===== src/rtl/serializer_pkg.sv =====
// Shared types and helpers for the bit serializer.
// SERIALIZER_PARITY_EN adds the PARITY state and the even-parity helper.
package serializer_pkg;

  localparam int DEFAULT_WIDTH = 8;

`ifdef SERIALIZER_PARITY_EN
  typedef enum logic [1:0] {
    IDLE   = 2'd0,
    SHIFT  = 2'd1,
    PARITY = 2'd2
  } state_t;

  function automatic logic even_parity(input logic [31:0] word);
    return ^word;
  endfunction
`else
  typedef enum logic [0:0] {
    IDLE  = 1'b0,
    SHIFT = 1'b1
  } state_t;
`endif

  // Width of bit_cnt; never below one bit so the counter always exists.
  function automatic int cnt_width(input int width);
    if (width > 1) begin
      return $clog2(width);
    end else begin
      return 1;
    end
  endfunction

endpackage


===== src/rtl/piso_shift_reg.sv =====
// Parallel-in serial-out shift register: load has priority over shift,
// holds when neither is asserted; zeros are shifted in behind the data.
module piso_shift_reg
  import serializer_pkg::*;
#(
  parameter int WIDTH     = DEFAULT_WIDTH,
  parameter bit MSB_FIRST = 1'b1
) (
  input  logic             clk,
  input  logic             reset,
  input  logic             load,
  input  logic             shift,
  input  logic [WIDTH-1:0] data_in,
  output logic             serial_out
);

  logic [WIDTH-1:0] sr_r;

  // Shift register storage with async clear.
  always_ff @(posedge clk or negedge reset) begin
    if (!reset) begin
      sr_r <= {WIDTH{1'b0}};
    end else if (load) begin
      sr_r <= data_in;
    end else if (shift) begin
      if (MSB_FIRST) begin
        sr_r <= {sr_r[WIDTH-2:0], 1'b0};
      end else begin
        sr_r <= {1'b0, sr_r[WIDTH-1:1]};
      end
    end else begin
      sr_r <= sr_r;
    end
  end

  assign serial_out = MSB_FIRST ? sr_r[WIDTH-1] : sr_r[0];

endmodule


===== src/rtl/bit_serializer.sv =====
// Word-to-bitstream serializer with valid/ready load handshake and stall.
// Define SERIALIZER_PARITY_EN to append an even-parity slot to every frame.
module bit_serializer
  import serializer_pkg::*;
#(
  parameter int WIDTH     = DEFAULT_WIDTH,
  parameter bit MSB_FIRST = 1'b1
) (
  input  logic             clk,
  input  logic             reset,
  input  logic [WIDTH-1:0] data_in,
  input  logic             load_valid,
  output logic             load_ready,
  input  logic             shift_en,
  output logic             bitstream,
  output logic             bit_valid,
  output logic             frame_done
);

  localparam int            CW       = cnt_width(WIDTH);
  localparam logic [CW-1:0] LAST_CNT = CW'(WIDTH - 1);

  state_t        state_r;
  state_t        state_nxt_s;
  logic [CW-1:0] cnt_r;
  logic [CW-1:0] cnt_nxt_s;
  logic          final_slot_s;
  logic          accept_s;
  logic          sr_shift_s;
  logic          sr_bit_s;
`ifdef SERIALIZER_PARITY_EN
  logic          parity_r;
`endif

  // Final-slot decode and handshake; ready is forced low while in reset.
  always_comb begin
    final_slot_s = 1'b0;
`ifdef SERIALIZER_PARITY_EN
    final_slot_s = (state_r == PARITY);
`else
    final_slot_s = (state_r == SHIFT) && (cnt_r == LAST_CNT);
`endif
    load_ready = reset & ((state_r == IDLE) | (final_slot_s & shift_en));
    accept_s   = load_valid & load_ready;
    frame_done = final_slot_s & shift_en;
    bit_valid  = (state_r != IDLE);
  end

  // Next-state, counter and shift-enable decode.
  always_comb begin
    state_nxt_s = state_r;
    cnt_nxt_s   = cnt_r;
    sr_shift_s  = 1'b0;
    case (state_r)
      IDLE: begin
        if (accept_s) begin
          state_nxt_s = SHIFT;
          cnt_nxt_s   = {CW{1'b0}};
        end else begin
          state_nxt_s = IDLE;
        end
      end
      SHIFT: begin
        if (shift_en) begin
          if (cnt_r == LAST_CNT) begin
`ifdef SERIALIZER_PARITY_EN
            state_nxt_s = PARITY;
            cnt_nxt_s   = {CW{1'b0}};
            sr_shift_s  = 1'b1;
`else
            cnt_nxt_s = {CW{1'b0}};
            if (accept_s) begin
              state_nxt_s = SHIFT;
            end else begin
              state_nxt_s = IDLE;
              sr_shift_s  = 1'b1;
            end
`endif
          end else begin
            cnt_nxt_s  = cnt_r + CW'(1'b1);
            sr_shift_s = 1'b1;
          end
        end else begin
          state_nxt_s = SHIFT;
        end
      end
`ifdef SERIALIZER_PARITY_EN
      PARITY: begin
        if (shift_en) begin
          cnt_nxt_s = {CW{1'b0}};
          if (accept_s) begin
            state_nxt_s = SHIFT;
          end else begin
            state_nxt_s = IDLE;
          end
        end else begin
          state_nxt_s = PARITY;
        end
      end
`endif
      default: begin
        state_nxt_s = IDLE;
        cnt_nxt_s   = {CW{1'b0}};
      end
    endcase
  end

  // FSM state and bit counter registers.
  always_ff @(posedge clk or negedge reset) begin
    if (!reset) begin
      state_r <= IDLE;
      cnt_r   <= {CW{1'b0}};
    end else begin
      state_r <= state_nxt_s;
      cnt_r   <= cnt_nxt_s;
    end
  end

`ifdef SERIALIZER_PARITY_EN
  // Parity of the accepted word, captured alongside the data load.
  always_ff @(posedge clk or negedge reset) begin
    if (!reset) begin
      parity_r <= 1'b0;
    end else if (accept_s) begin
      parity_r <= even_parity(32'(data_in));
    end else begin
      parity_r <= parity_r;
    end
  end
`endif

  piso_shift_reg #(
    .WIDTH    (WIDTH),
    .MSB_FIRST(MSB_FIRST)
  ) u_piso (
    .clk       (clk),
    .reset     (reset),
    .load      (accept_s),
    .shift     (sr_shift_s),
    .data_in   (data_in),
    .serial_out(sr_bit_s)
  );

  // Serial output mux; quiet whenever no real bit is being presented.
  always_comb begin
    bitstream = 1'b0;
    if (bit_valid) begin
`ifdef SERIALIZER_PARITY_EN
      if (state_r == PARITY) begin
        bitstream = parity_r;
      end else begin
        bitstream = sr_bit_s;
      end
`else
      bitstream = sr_bit_s;
`endif
    end else begin
      bitstream = 1'b0;
    end
  end

endmodule


===== config.mk =====
export PLATFORM = sky130hd
export DESIGN_NAME = bit_serializer
export DESIGN_NICKNAME = d
export VERILOG_FILES = /design/src/rtl/serializer_pkg.sv /design/src/rtl/piso_shift_reg.sv /design/src/rtl/bit_serializer.sv
export SDC_FILE = /design/constraint.sdc
export NUM_CORES = 1
export LEC_CHECK = 0
export CORE_MARGIN = 3
export CORE_UTILIZATION = 40
export CTS_BUF_LIST = sky130_fd_sc_hd__clkbuf_4 sky130_fd_sc_hd__clkbuf_8
export DETAILED_ROUTE_END_ITERATION = 10
export PLACE_DENSITY_LB_ADDON = 0.05
export SLEW_MARGIN = 10
export SYNTH_ARGS = -nofsm -noshare
export SYNTH_HDL_FRONTEND = slang
export SYNTH_SLANG_ARGS = --single-unit

===== constraint.sdc =====
create_clock -name clk -period 1.83 [get_ports clk]
set_input_delay 0.2745 -clock clk [delete_from_list [all_inputs] [get_ports clk]]
set_output_delay 0.2745 -clock clk [all_outputs]
set_load 0.02 [all_outputs]

==> key figures <==
Critical path
  – Most common cell on crit path: ha_2
  – Crit-path slowest cell: dfrtp_1
  – Critical path peak fanout: 2
  – CP Class: reg2out
  – Reg-to-reg setup timing slack: 0.11 ns
  – Worst EP required: 1.56 ns
  – Worst-path cell chain: ha_2, ha_2, a21bo_2, and2_1, buf_4
  – Max incr delay on CP: 0.38 ns
  – Crit. End Element: primary output
  – Crit path DAT: 1.48 ns
  – CP Launch Type: flop

Floorplanning
  – CORE AREA: 1400 sq um
  – # rows: 13
  – Initial Util: 46.2%
  – Die area: 2140 sq um
  – Die Height: 46.2 um
  – Die Width: 46.2 um
  – IO Pins: 16

Synth
  – Synth warn: 0
  – Synth top area share: 46.4%
  – Area leader, netlist: dfrtp_1
  – Post-Syn Area per Cell: 13.5 sq um
  – Cell with the most instances after synthesis: dfrtp_1
  – Primary FF master, synth: dfrtp_1
  – Syn nets: 62
  – Synth cell count leaders: 12 x dfrtp_1, 10 x mux2_4, 4 x mux2_2, 4 x nand2_1
  – Number of flops mapped to enable cells by yosys: 0
  – Synth area leaders: dfrtp_1 46%, mux2_4 23%, mux2_2 7.0%, ha_1 3.9%, nand2_1 2.3%
  – Sequential share of the synthesized area: 46.4%
  – Post-synthesis register bit count: 12
  – Cells after synthesis: 48
  – Synth unique cells: 18
  – Post-Syn Area: 647 sq um
  – Ys async rst share: 100%

STA
  – Final setup vio count: 0
  – RSZ-0062 raised after global routing: false
  – Final worst path period share: 95.6%
  – Final hold vios: 0
  – Min Tclk post-route: 1.75 ns
  – Slew headroom: 82.7%
  – Maximum clock frequency: 572 MHz
  – Max Slew Vio Count: 0
  – Setup TNS: 0 ns
  – Setup Skew: 0.000268 ns
  – Actual slew at the worst max-slew pin: 0.258 ns
  – Worst hold slack: 0.364 ns

Global routing
  – Largest net degree at the start of global routing: 15
  – Number of global-route vias before repair: 443
  – Antenna violations before repair: 0
  – Gr ovfl total: 0
  – GRT Overall Usage: 12.3%
  – First-pass GRT wire length: 1.90 mm

Clock tree
  – Total clock sinks: 12
  – H-Tree Depth: 1
  – Clock root cell: clkbuf_4
  – Bufs on Longest Clock Path: 2
  – Clk Latency, worst-skew pair: 0.26 ns
  – Setup bufs post-CTS: 0
  – Hold bufs inserted after CTS: 0
  – Clock transition at the registers of the reported paths: 0.07 ns
  – CTS Buf Count: 3
  – CTS tree: done

Detailed routing
  – Vias after detailed routing: 437
  – Final WL: 1.14 mm
  – DR WL/cell: 12.8 um
  – Vias/cell: 4.91
  – DR iter-0 viols: 1
  – Length of the first detailed-routing pass in iterations: 5
  – Drc violations: 0
  – Antenna viol nets, final: 0

Cells and area
  – Antenna Cells: 0
  – Layout cells sized above 1: 47.3%
  – Synth-to-Final Area Change: 39.8%
  – Final Util: 64.7%
  – Final net count: 90
  – Design Area, Final: 905 sq um
  – Fillers: 116
  – Cell Count, Final, Fillers Out: 89

Min path
  – Min-Delay Path Class: in2async

Placed design
  – Placed inst area: 885 sq um
  – I/O Buffers: 15
  – Gpl congestion: 0.725
  – Hpwl dp: 912 um
  – Inst Count DP: 86

Status
  – Status: finished clean

Pwr
  – Leakage: 0.458 nW
  – Peak VDD IR: 0.716 mV
  – Power Dens Cells: 1270 nW/um^2

Flow run
  – Max_cap viols: 0
-- state kept, by name (all words and copies together), names as in the netlist --
signal,flops
u_piso.sr_r,8
cnt_r,3
bit_valid,1
-- per-layer routing --
metal  GRT usage (%)  vias to the layer above  routed length [um]
li1                -                      223                   -
met1            16.6                      203                 527
met2            19.8                       11                 543
met3            2.34                        0                  68
met4            3.41                        0                   0
met5               0                        -                   0
-- cell families after synthesis --
group                    share of synthesized area [%]
AO/OA/AOI/OAI                                     4.45
adder cells (fa/ha/maj)                           3.87
buffers and inverters                             2.32
flip-flops                                        46.4
multiplexers                                      31.7
AND/OR/NAND/NOR                                   11.2
-- path summary, 6_finish.rpt --
check / start / end / cells past startpoint
min in group clk: u_piso.sr_r[0] / u_piso.sr_r[0] / 2
worst min-delay path: reset / bit_valid / 2
worst min register to register: u_piso.sr_r[0] / u_piso.sr_r[0] / 2
worst max register to register: cnt_r[0] / u_piso.sr_r[5] / 7
max in group asynchronous: reset / u_piso.sr_r[6] / 2
worst max-delay path: cnt_r[0] / load_ready / 5
-- layout by cell type, fill, tap and decap left out --
master / count
buf_2: 1
nor3_1: 1
and3_1: 1
nand3_2: 1
dfrtp_1: 12
a21bo_2: 1
nand3_1: 2
ha_2: 2
clkbuf_4: 3
o21ai_0: 2
clkdlybuf4s50_1: 13
inv_1: 1
nand2_1: 4
mux2_4: 10
nand2_2: 1
buf_4: 9
mux2_2: 4
and2_1: 2
and3_2: 1
a31o_2: 1
buf_12: 1
mux2i_1: 1
-- final cells by class --
cell class / count / area, sq um / share of cell area (%)
flip-flops and latches: 12 / 300 / 33.2
inverters: 1 / 3.75 / 0.415
well taps: 15 / 18.8 / 2.07
repair buffers: 24 / 223 / 24.6
multi-input cells: 34 / 337 / 37.2
clock buffers: 3 / 22.5 / 2.49
-- metrics by stage --
stage / setup WS [ns] / total power, mW
after global placement: -0.0812 / 0.985
after detailed placement: -0.0845 / 1.00
after CTS: 0.00960 / 1.16
after global routing: 0.00731 / 1.24
final: 0.0804 / 1.15
after floorplan: 0.165 / 0.803
-- power breakdown --
group	internal (mW)	switching [mW]	leakage (nW)	total [mW]
combinational	0.367	0.200	0.293	0.567
clock	0.0758	0.0771	0.0138	0.153
sequential	0.373	0.0549	0.151	0.428
-- worst max-delay path, delay by kind of cell (launching register included) --
kind | cells | cell delay, ns
buffers and inverters | 1 | 0.15
AO/OA/AOI/OAI | 1 | 0.19
flip-flops | 1 | 0.38
adder cells (fa/ha/maj) | 2 | 0.35
AND/OR/NAND/NOR | 1 | 0.15
-- repair_timing --
item                       CTS  global route
hold endpoints to repair     0             0
resized for setup            8             3
setup endpoints to repair    2             4
pin swaps                    0             1
Note: power is estimated with default switching activity, not from simulation.
